**src/rtl/host_bus_master_if.sv**
```systemverilog
// host_bus_master_if
//   Groups the request/response handshake and the host debug bus pins of
//   host_bus_master. Clock and reset are plain ports on the master.
//   master modport: used by the initiator (host_bus_master).
//   slave modport : used by whatever drives requests and models the responder.
//   Request side : req_valid, req_ready, req_write, req_addr[6:1], req_wdata
//   Response side: rsp_valid (one-cycle pulse), rsp_rdata, busy
//   Bus side     : host_addr, host_data_out, host_data_in, host_ncs/nwe/nre
interface host_bus_master_if;
    logic        req_valid;
    logic        req_ready;
    logic        req_write;
    logic [5:0]  req_addr;
    logic [15:0] req_wdata;
    logic        rsp_valid;
    logic [15:0] rsp_rdata;
    logic        busy;
    logic [5:0]  host_addr;
    logic [15:0] host_data_out;
    logic [15:0] host_data_in;
    logic        host_ncs;
    logic        host_nwe;
    logic        host_nre;

    modport master (
        input  req_valid, req_write, req_addr, req_wdata, host_data_in,
        output req_ready, rsp_valid, rsp_rdata, busy,
               host_addr, host_data_out, host_ncs, host_nwe, host_nre
    );

    modport slave (
        output req_valid, req_write, req_addr, req_wdata, host_data_in,
        input  req_ready, rsp_valid, rsp_rdata, busy,
               host_addr, host_data_out, host_ncs, host_nwe, host_nre
    );
endinterface

```
**src/rtl/host_bus_master.sv**
```systemverilog
// host_bus_master
//   Initiator for the host debug bus. Turns one accepted valid/ready request
//   into a chip-select framed cycle: SETUP (ncs low), STROBE (nwe or nre low),
//   HOLD (ncs low, strobes high), then back to IDLE with a one-cycle rsp_valid.
//   Ports:
//     clk    - system clock, all state changes on the rising edge
//     reset  - synchronous, active-high; aborts any transaction in flight
//     bus    - host_bus_master_if.master (request, response and bus pins)
//
//   state  | meaning
//   IDLE   | ready for a request; ncs high; rsp_valid pulses on first cycle here
//   SETUP  | ncs low, address/data presented, strobes high
//   STROBE | ncs low, nwe (write) or nre (read) low
//   HOLD   | ncs low, strobes high, address/data still held
module host_bus_master #(
    parameter int SETUP_CYC  = 1,
    parameter int STROBE_CYC = 2,
    parameter int HOLD_CYC   = 1
) (
    input  logic              clk,
    input  logic              reset,
    host_bus_master_if.master bus
);

    localparam logic [1:0] ST_IDLE   = 2'd0;
    localparam logic [1:0] ST_SETUP  = 2'd1;
    localparam logic [1:0] ST_STROBE = 2'd2;
    localparam logic [1:0] ST_HOLD   = 2'd3;

    // Phase counter loads N-1 and the phase ends on the edge where it reads 0.
    localparam logic [3:0] SETUP_LD  = 4'(SETUP_CYC - 1);
    localparam logic [3:0] STROBE_LD = 4'(STROBE_CYC - 1);
    localparam logic [3:0] HOLD_LD   = 4'(HOLD_CYC - 1);

    logic [1:0]  r_state;
    logic [3:0]  r_cnt;
    logic        r_write;
    logic        r_ncs;
    logic        r_nwe;
    logic        r_nre;
    logic [5:0]  r_addr;
    logic [15:0] r_dout;
    logic [15:0] r_rdata;
    logic        r_rsp_valid;
    logic        r_busy;

    logic        w_ready;
    logic        w_cnt_done;

    assign w_ready    = (r_state == ST_IDLE) && !reset;
    assign w_cnt_done = (r_cnt == 4'd0);

    // The bus pins are registered one edge ahead of the state they belong to,
    // so the flops themselves drive the pins with no decode in between.
    always_ff @(posedge clk) begin
        if (reset) begin
            r_state     <= ST_IDLE;
            r_cnt       <= 4'd0;
            r_write     <= 1'b0;
            r_ncs       <= 1'b1;
            r_nwe       <= 1'b1;
            r_nre       <= 1'b1;
            r_addr      <= 6'd0;
            r_dout      <= 16'h0000;
            r_rdata     <= 16'h0000;
            r_rsp_valid <= 1'b0;
            r_busy      <= 1'b0;
        end else begin
            r_rsp_valid <= 1'b0;
            case (r_state)
                ST_IDLE: begin
                    if (bus.req_valid) begin
                        r_state <= ST_SETUP;
                        r_cnt   <= SETUP_LD;
                        r_write <= bus.req_write;
                        r_ncs   <= 1'b0;
                        r_addr  <= bus.req_addr;
                        r_dout  <= bus.req_write ? bus.req_wdata : 16'h0000;
                        r_busy  <= 1'b1;
                    end
                end
                ST_SETUP: begin
                    if (w_cnt_done) begin
                        r_state <= ST_STROBE;
                        r_cnt   <= STROBE_LD;
                        r_nwe   <= !r_write;
                        r_nre   <= r_write;
                    end else begin
                        r_cnt <= r_cnt - 4'd1;
                    end
                end
                ST_STROBE: begin
                    if (w_cnt_done) begin
                        r_state <= ST_HOLD;
                        r_cnt   <= HOLD_LD;
                        r_nwe   <= 1'b1;
                        r_nre   <= 1'b1;
                        if (!r_write) begin
                            r_rdata <= bus.host_data_in;
                        end
                    end else begin
                        r_cnt <= r_cnt - 4'd1;
                    end
                end
                default: begin
                    if (w_cnt_done) begin
                        r_state     <= ST_IDLE;
                        r_ncs       <= 1'b1;
                        r_addr      <= 6'd0;
                        r_dout      <= 16'h0000;
                        r_busy      <= 1'b0;
                        r_rsp_valid <= 1'b1;
                    end else begin
                        r_cnt <= r_cnt - 4'd1;
                    end
                end
            endcase
        end
    end

    assign bus.req_ready     = w_ready;
    assign bus.rsp_valid     = r_rsp_valid;
    assign bus.rsp_rdata     = r_rdata;
    assign bus.busy          = r_busy;
    assign bus.host_addr     = r_addr;
    assign bus.host_data_out = r_dout;
    assign bus.host_ncs      = r_ncs;
    assign bus.host_nwe      = r_nwe;
    assign bus.host_nre      = r_nre;

endmodule

```
**src/flat_wrapper.sv**
```systemverilog
// flat-port wrapper written by rule: the top's interface ports become plain ports
module host_bus_master_flat 
#(
    parameter int SETUP_CYC  = 1,
    parameter int STROBE_CYC = 2,
    parameter int HOLD_CYC   = 1
)
  (clk, reset, bus_req_valid, bus_req_write, bus_req_addr, bus_req_wdata, bus_host_data_in, bus_req_ready, bus_rsp_valid, bus_rsp_rdata, bus_busy, bus_host_addr, bus_host_data_out, bus_host_ncs, bus_host_nwe, bus_host_nre);
  host_bus_master_if bus_i ();
  input  logic clk;
  input  logic reset;
  input wire logic [$bits(bus_i.req_valid)-1:0] bus_req_valid;
  input wire logic [$bits(bus_i.req_write)-1:0] bus_req_write;
  input wire logic [$bits(bus_i.req_addr)-1:0] bus_req_addr;
  input wire logic [$bits(bus_i.req_wdata)-1:0] bus_req_wdata;
  input wire logic [$bits(bus_i.host_data_in)-1:0] bus_host_data_in;
  output wire logic [$bits(bus_i.req_ready)-1:0] bus_req_ready;
  output wire logic [$bits(bus_i.rsp_valid)-1:0] bus_rsp_valid;
  output wire logic [$bits(bus_i.rsp_rdata)-1:0] bus_rsp_rdata;
  output wire logic [$bits(bus_i.busy)-1:0] bus_busy;
  output wire logic [$bits(bus_i.host_addr)-1:0] bus_host_addr;
  output wire logic [$bits(bus_i.host_data_out)-1:0] bus_host_data_out;
  output wire logic [$bits(bus_i.host_ncs)-1:0] bus_host_ncs;
  output wire logic [$bits(bus_i.host_nwe)-1:0] bus_host_nwe;
  output wire logic [$bits(bus_i.host_nre)-1:0] bus_host_nre;
  assign bus_i.req_valid = bus_req_valid;
  assign bus_i.req_write = bus_req_write;
  assign bus_i.req_addr = bus_req_addr;
  assign bus_i.req_wdata = bus_req_wdata;
  assign bus_i.host_data_in = bus_host_data_in;
  assign bus_req_ready = bus_i.req_ready;
  assign bus_rsp_valid = bus_i.rsp_valid;
  assign bus_rsp_rdata = bus_i.rsp_rdata;
  assign bus_busy = bus_i.busy;
  assign bus_host_addr = bus_i.host_addr;
  assign bus_host_data_out = bus_i.host_data_out;
  assign bus_host_ncs = bus_i.host_ncs;
  assign bus_host_nwe = bus_i.host_nwe;
  assign bus_host_nre = bus_i.host_nre;
  host_bus_master #(.SETUP_CYC(SETUP_CYC), .STROBE_CYC(STROBE_CYC), .HOLD_CYC(HOLD_CYC)) u_core (.clk(clk), .reset(reset), .bus(bus_i));
endmodule
```
**config.mk**
```make
export PLATFORM = sky130hd
export DESIGN_NAME = host_bus_master_flat
export DESIGN_NICKNAME = d
export VERILOG_FILES = /design/src/rtl/host_bus_master_if.sv /design/src/rtl/host_bus_master.sv /design/src/flat_wrapper.sv
export SDC_FILE = /design/constraint.sdc
export NUM_CORES = 1
export LEC_CHECK = 0
export CORE_ASPECT_RATIO = 0.8
export CORE_MARGIN = 5
export CORE_UTILIZATION = 44
export DETAILED_ROUTE_END_ITERATION = 8
export PLACE_DENSITY = 0.84
export SYNTH_ARGS = -nofsm -noshare
export SYNTH_HDL_FRONTEND = slang
export SYNTH_SLANG_ARGS = --single-unit
export TNS_END_PERCENT = 100
```
**constraint.sdc**
```tcl
create_clock -name clk -period 5.73 [get_ports clk]
set_input_delay 0.573 -clock clk [delete_from_list [all_inputs] [get_ports clk]]
set_output_delay 0.573 -clock clk [all_outputs]
set_load 0.03 [all_outputs]
```
* After elaboration in Yosys (flattened, before gate mapping)
Cells that the tools add are included.
** Operators by class
- Mux-type cells :: 28
- Bitwise logic cells :: 2
- Add/sub/neg operators :: 1
- Equality and inequality tests :: 6
- Reduce and logical (&&, ||, !) cells :: 15
** Operators by type and width (count)
- $mux W16 :: 3
- $pmux W16 S2 :: 1
- $mux W4 :: 4
- $mux W6 :: 2
- $pmux W4 S3 :: 1
- $pmux W6 S2 :: 1
- $reduce_and A3 Y1 :: 3
- $mux W2 :: 4
- $pmux W1 S2 :: 4
- $mux W1 :: 7
- $pmux W2 S3 :: 1
- $logic_not A4 Y1 :: 1
- $ne A2 B1 Y1 const B :: 2
- $ne A4 B4 Y1 const B :: 1
- $reduce_and A2 Y1 :: 2
- $reduce_and A4 Y1 :: 1
- $reduce_bool A2 Y1 :: 2
- $reduce_or A4 Y1 :: 1
- $sub A4 B1 Y4 const B :: 1
- $eq A2 B1 Y1 const B :: 1
- $eq A2 B2 Y1 const B :: 1
- $logic_not A1 Y1 :: 2
- $logic_not A2 Y1 :: 1
- $ne A2 B2 Y1 const B :: 1
- other kinds (3) :: 4
** Word-level totals
- Input bits :: 42
- Flip-flop bits (word level) :: 50

* Logic depth before layout (Yosys ltp)
- Word-level depth :: 4
- Depth in mapped cells :: 8
- Mapped depth without buffers :: 6

* Worst setup path after synthesis
OpenSTA, ideal clock, no wires.
- Path type :: input to output
- Start point :: input reset
- End point :: output bus_req_ready
- Data arrival time :: 1544 ps
- Required time :: 5157 ps
- Stages on the path :: 4
- Path buffers :: 3
- Slack :: 3613 ps
- Path through :: buf_2 > clkbuf_1 > buf_1 > nor2_1
** Between the ends
- Cells in the longest elaborated chain, start to end :: 2
** Ends and longest elaborated chain
- start: declaration :: line flat_wrapper.sv:11 : input logic reset;
- $logic_not A1 Y1 :: line host_bus_master.sv:50 : assign w_ready = (r_state == ST_IDLE) && !reset;
- $logic_and A1 B1 Y1 :: line host_bus_master.sv:50
- end: declaration :: line flat_wrapper.sv:17 : output wire logic [$bits(bus_i.req_ready)-1:0] bus_req_ready;
Every way passes these cells.

* Worst setup path in the final report
Same ends and word-level chain as after synthesis.

==> metrics.yaml <==
power_density_mw_per_mm2: 464
ant_nets: 0
final.setup.tns_ps: 0
area_growth_pct: 51.2
vdd_drop_max_uv: 295
core.rowCount: 21
start_util_pct: 45.9
hold_path_class: "reg -> reg"
crit_slowest_cell: "clkdlybuf4s50_1"
drc: 0
fmax_ghz: 0.380
path_cells: "clkdlybuf4s50_1, buf_4, nor2_1, clkdlybuf4s50_1"
yosys_warnings: 0
placed_area_sq_mm: 0.00280
synth.most_common_cell: "dfxtp_1"
synthTopCellsByCount: "dfxtp_1 (50), nand2_1 (38), a21oi_1 (20), a22o_1 (16), nor2_1 (8)"
skew_ps: 6.21
place_inst: 333
path_class: "in -> out"
finalCritPeriodShare_pct: 45.9
floorplan.die_area_sq_mm: 0.00581
grt_pass1_vias: 1576
worstPathArrival_ps: 2060
grt_usage_pct: 16.1
setup_viol: 0
die_w_um: 84.0
firstDrtPassIters: 4
cp.required_ps: 5160
antenna_found_initial: 0
synth-seq-cells: 50
cts_tree: "done"
worst_pin_slew_ps: 942
ys.flop_type: "dfxtp_1"
die_height_um: 69.2
fin_area_sq_mm: 0.00292
hold_buffers: 0
synth_top_area_cell: "dfxtp_1"
cp-end-kind: "output pin"
ctsResizeCount: 0
detail_route.wl_per_cell_um: 14.1
syn_area_sq_mm: 0.00193
status: "complete, no violations"
start_kind: "primary input"
cts.path.max_buffers: 2
fill_cells: 331
syn_inst: 202
core_area_sq_mm: 0.00420
rsz0062_at_grt: "false"
drv_cap: 0
cts_sinks: 50
htreeDepth: 2
place_hpwl_um: 3490
drt_iter0_markers: 57
final_cells: 341
p_leak_uw: 0.00109
slew_viol_final: 0
grt_pass1_wl_um: 7710
numPortBuffers: 85
place.gp.congestion: 0.791
cpMostUsedCell: "clkdlybuf4s50_1"
synth_top_area_share_pct: 51.9
max_slew_margin_pct: 36.9
post-cts-setup-buffers: 0
numCtsBuffers: 5
drive_gt1_share_pct: 8.10
nets: 330
cts.reportedPaths.clkPinSlew_ps: 90
async_reset_ff_share_pct: 0
overflow: 0
cp_top_family: "buffers and inverters"
synth_edf_count: 0
worstPathMaxFanout: 37
period_needed_ps: 2630
antenna_cells: 0
synth_cell_types: 37
synthTopCellsByArea: "dfxtp_1 (52%), nand2_1 (7.4%), a22o_1 (7.3%), a21oi_1 (5.2%), ha_1 (3.2%)"
yosysSeqAreaShare_pct: 51.9
vias_per_cell: 4.98
cp_num_buf_inv: 3
hold_viol_final: 0
grt_max_degree: 38
syn_avg_cell_area_sq_um: 9.55
io_pins: 86
via_count: 1699
wl_um: 4820
slowest_delay_ps: 610
clk_latency_ps: 300
cts_root_buffer: "clkbuf_8"
syn_nets: 249
-- stage by stage --
stage	util [%]	worst slack (ps)	total power [uW]	hold WS, ps
2_1_floorplan	-	3610	904	441
3_3_place_gp	66.6	3050	1100	440
3_5_place_dp	66.6	3010	1110	436
4_1_cts	69.3	3090	1360	455
5_1_grt	69.3	3050	1430	464
6_report	69.3	3100	1350	461
-- sequential cells by signal (all words and copies together) (netlist names) --
name	cells
u_core.r_state	2
u_core.r_write	1
u_core.bus.rsp_rdata	16
u_core.bus.host_addr	6
u_core.bus.host_nwe	1
u_core.bus.host_ncs	1
u_core.bus.host_nre	1
u_core.bus.host_data_out	16
u_core.r_cnt	4
u_core.bus.rsp_valid	1
u_core.bus.busy	1
-- area by class of cell --
| type | instances | area (sq um) | share of cell area (%) |
|---|---|---|---|
| timing repair buffer | 86 | 858 | 29.4 |
| clock buffer | 5 | 68.8 | 2.36 |
| inverter | 6 | 22.5 | 0.773 |
| multi-input combinational | 134 | 846 | 29.0 |
| sequential | 50 | 1000 | 34.3 |
| clock inverter | 3 | 47.5 | 1.63 |
| tap | 57 | 71.3 | 2.45 |
-- per-layer routing --
layer	wire, um	track usage, %	vias to the layer above
li1	-	-	863
met1	2230	21.3	769
met2	2220	25.5	63
met3	358	5.46	4
met4	17	3.21	0
met5	0	0	-
-- power breakdown --
part | switching, uW | total [uW] | internal, uW
Sequential | 47.0 | 471 | 424
Combinational | 367 | 628 | 261
Clock | 121 | 254 | 132
-- layout by cell type (no fill, tap or decap), types with 2 or more instances in the layout --
| cell | instances |
|---|---|
| dfxtp_1 | 50 |
| o21ai_0 | 3 |
| or4b_1 | 2 |
| nand2b_1 | 3 |
| nand2_1 | 38 |
| nor3b_1 | 7 |
| mux2i_1 | 3 |
| inv_1 | 6 |
| a21oi_1 | 20 |
| ha_1 | 5 |
| nand3_1 | 2 |
| clkdlybuf4s50_1 | 85 |
| nor3_1 | 2 |
| nor2_1 | 8 |
| clkbuf_8 | 5 |
| a22o_1 | 16 |
| nor3b_2 | 2 |
| a31o_2 | 6 |
-- cell families after synthesis --
family,count (synthesis),share of synthesized area (%)
adder cells (fa/ha/maj),5,3.24
flip-flops,50,51.9
multiplexers,3,1.56
AND/OR/NAND/NOR,73,19.5
buffers and inverters,18,4.22
AO/OA/AOI/OAI,53,19.6
-- path summary, 6_finish.rpt --
path                                                            start                                        to  slack [ps]  depth (start not counted)
worst max-delay path                                            reset                             bus_req_ready        3100                          4
worst min-delay path            u_core.bus.rsp_rdata[10]$_SDFFE_PP0P_     u_core.bus.rsp_rdata[10]$_SDFFE_PP0P_         460                          2
worst max register to register         u_core.r_state[0]$_SDFFE_PP0P_  u_core.bus.host_data_out[7]$_SDFFE_PP0P_        3290                          5
worst min register to register  u_core.bus.rsp_rdata[10]$_SDFFE_PP0P_     u_core.bus.rsp_rdata[10]$_SDFFE_PP0P_         460                          2
-- worst register-to-register path: stages, from the launching register on --
cell and delay (ps):
dfxtp_1 410, inv_1 90, ha_1 380, or2_1 440, nor3b_2 830, a22o_1 250
(Power assumes the default switching activity.)
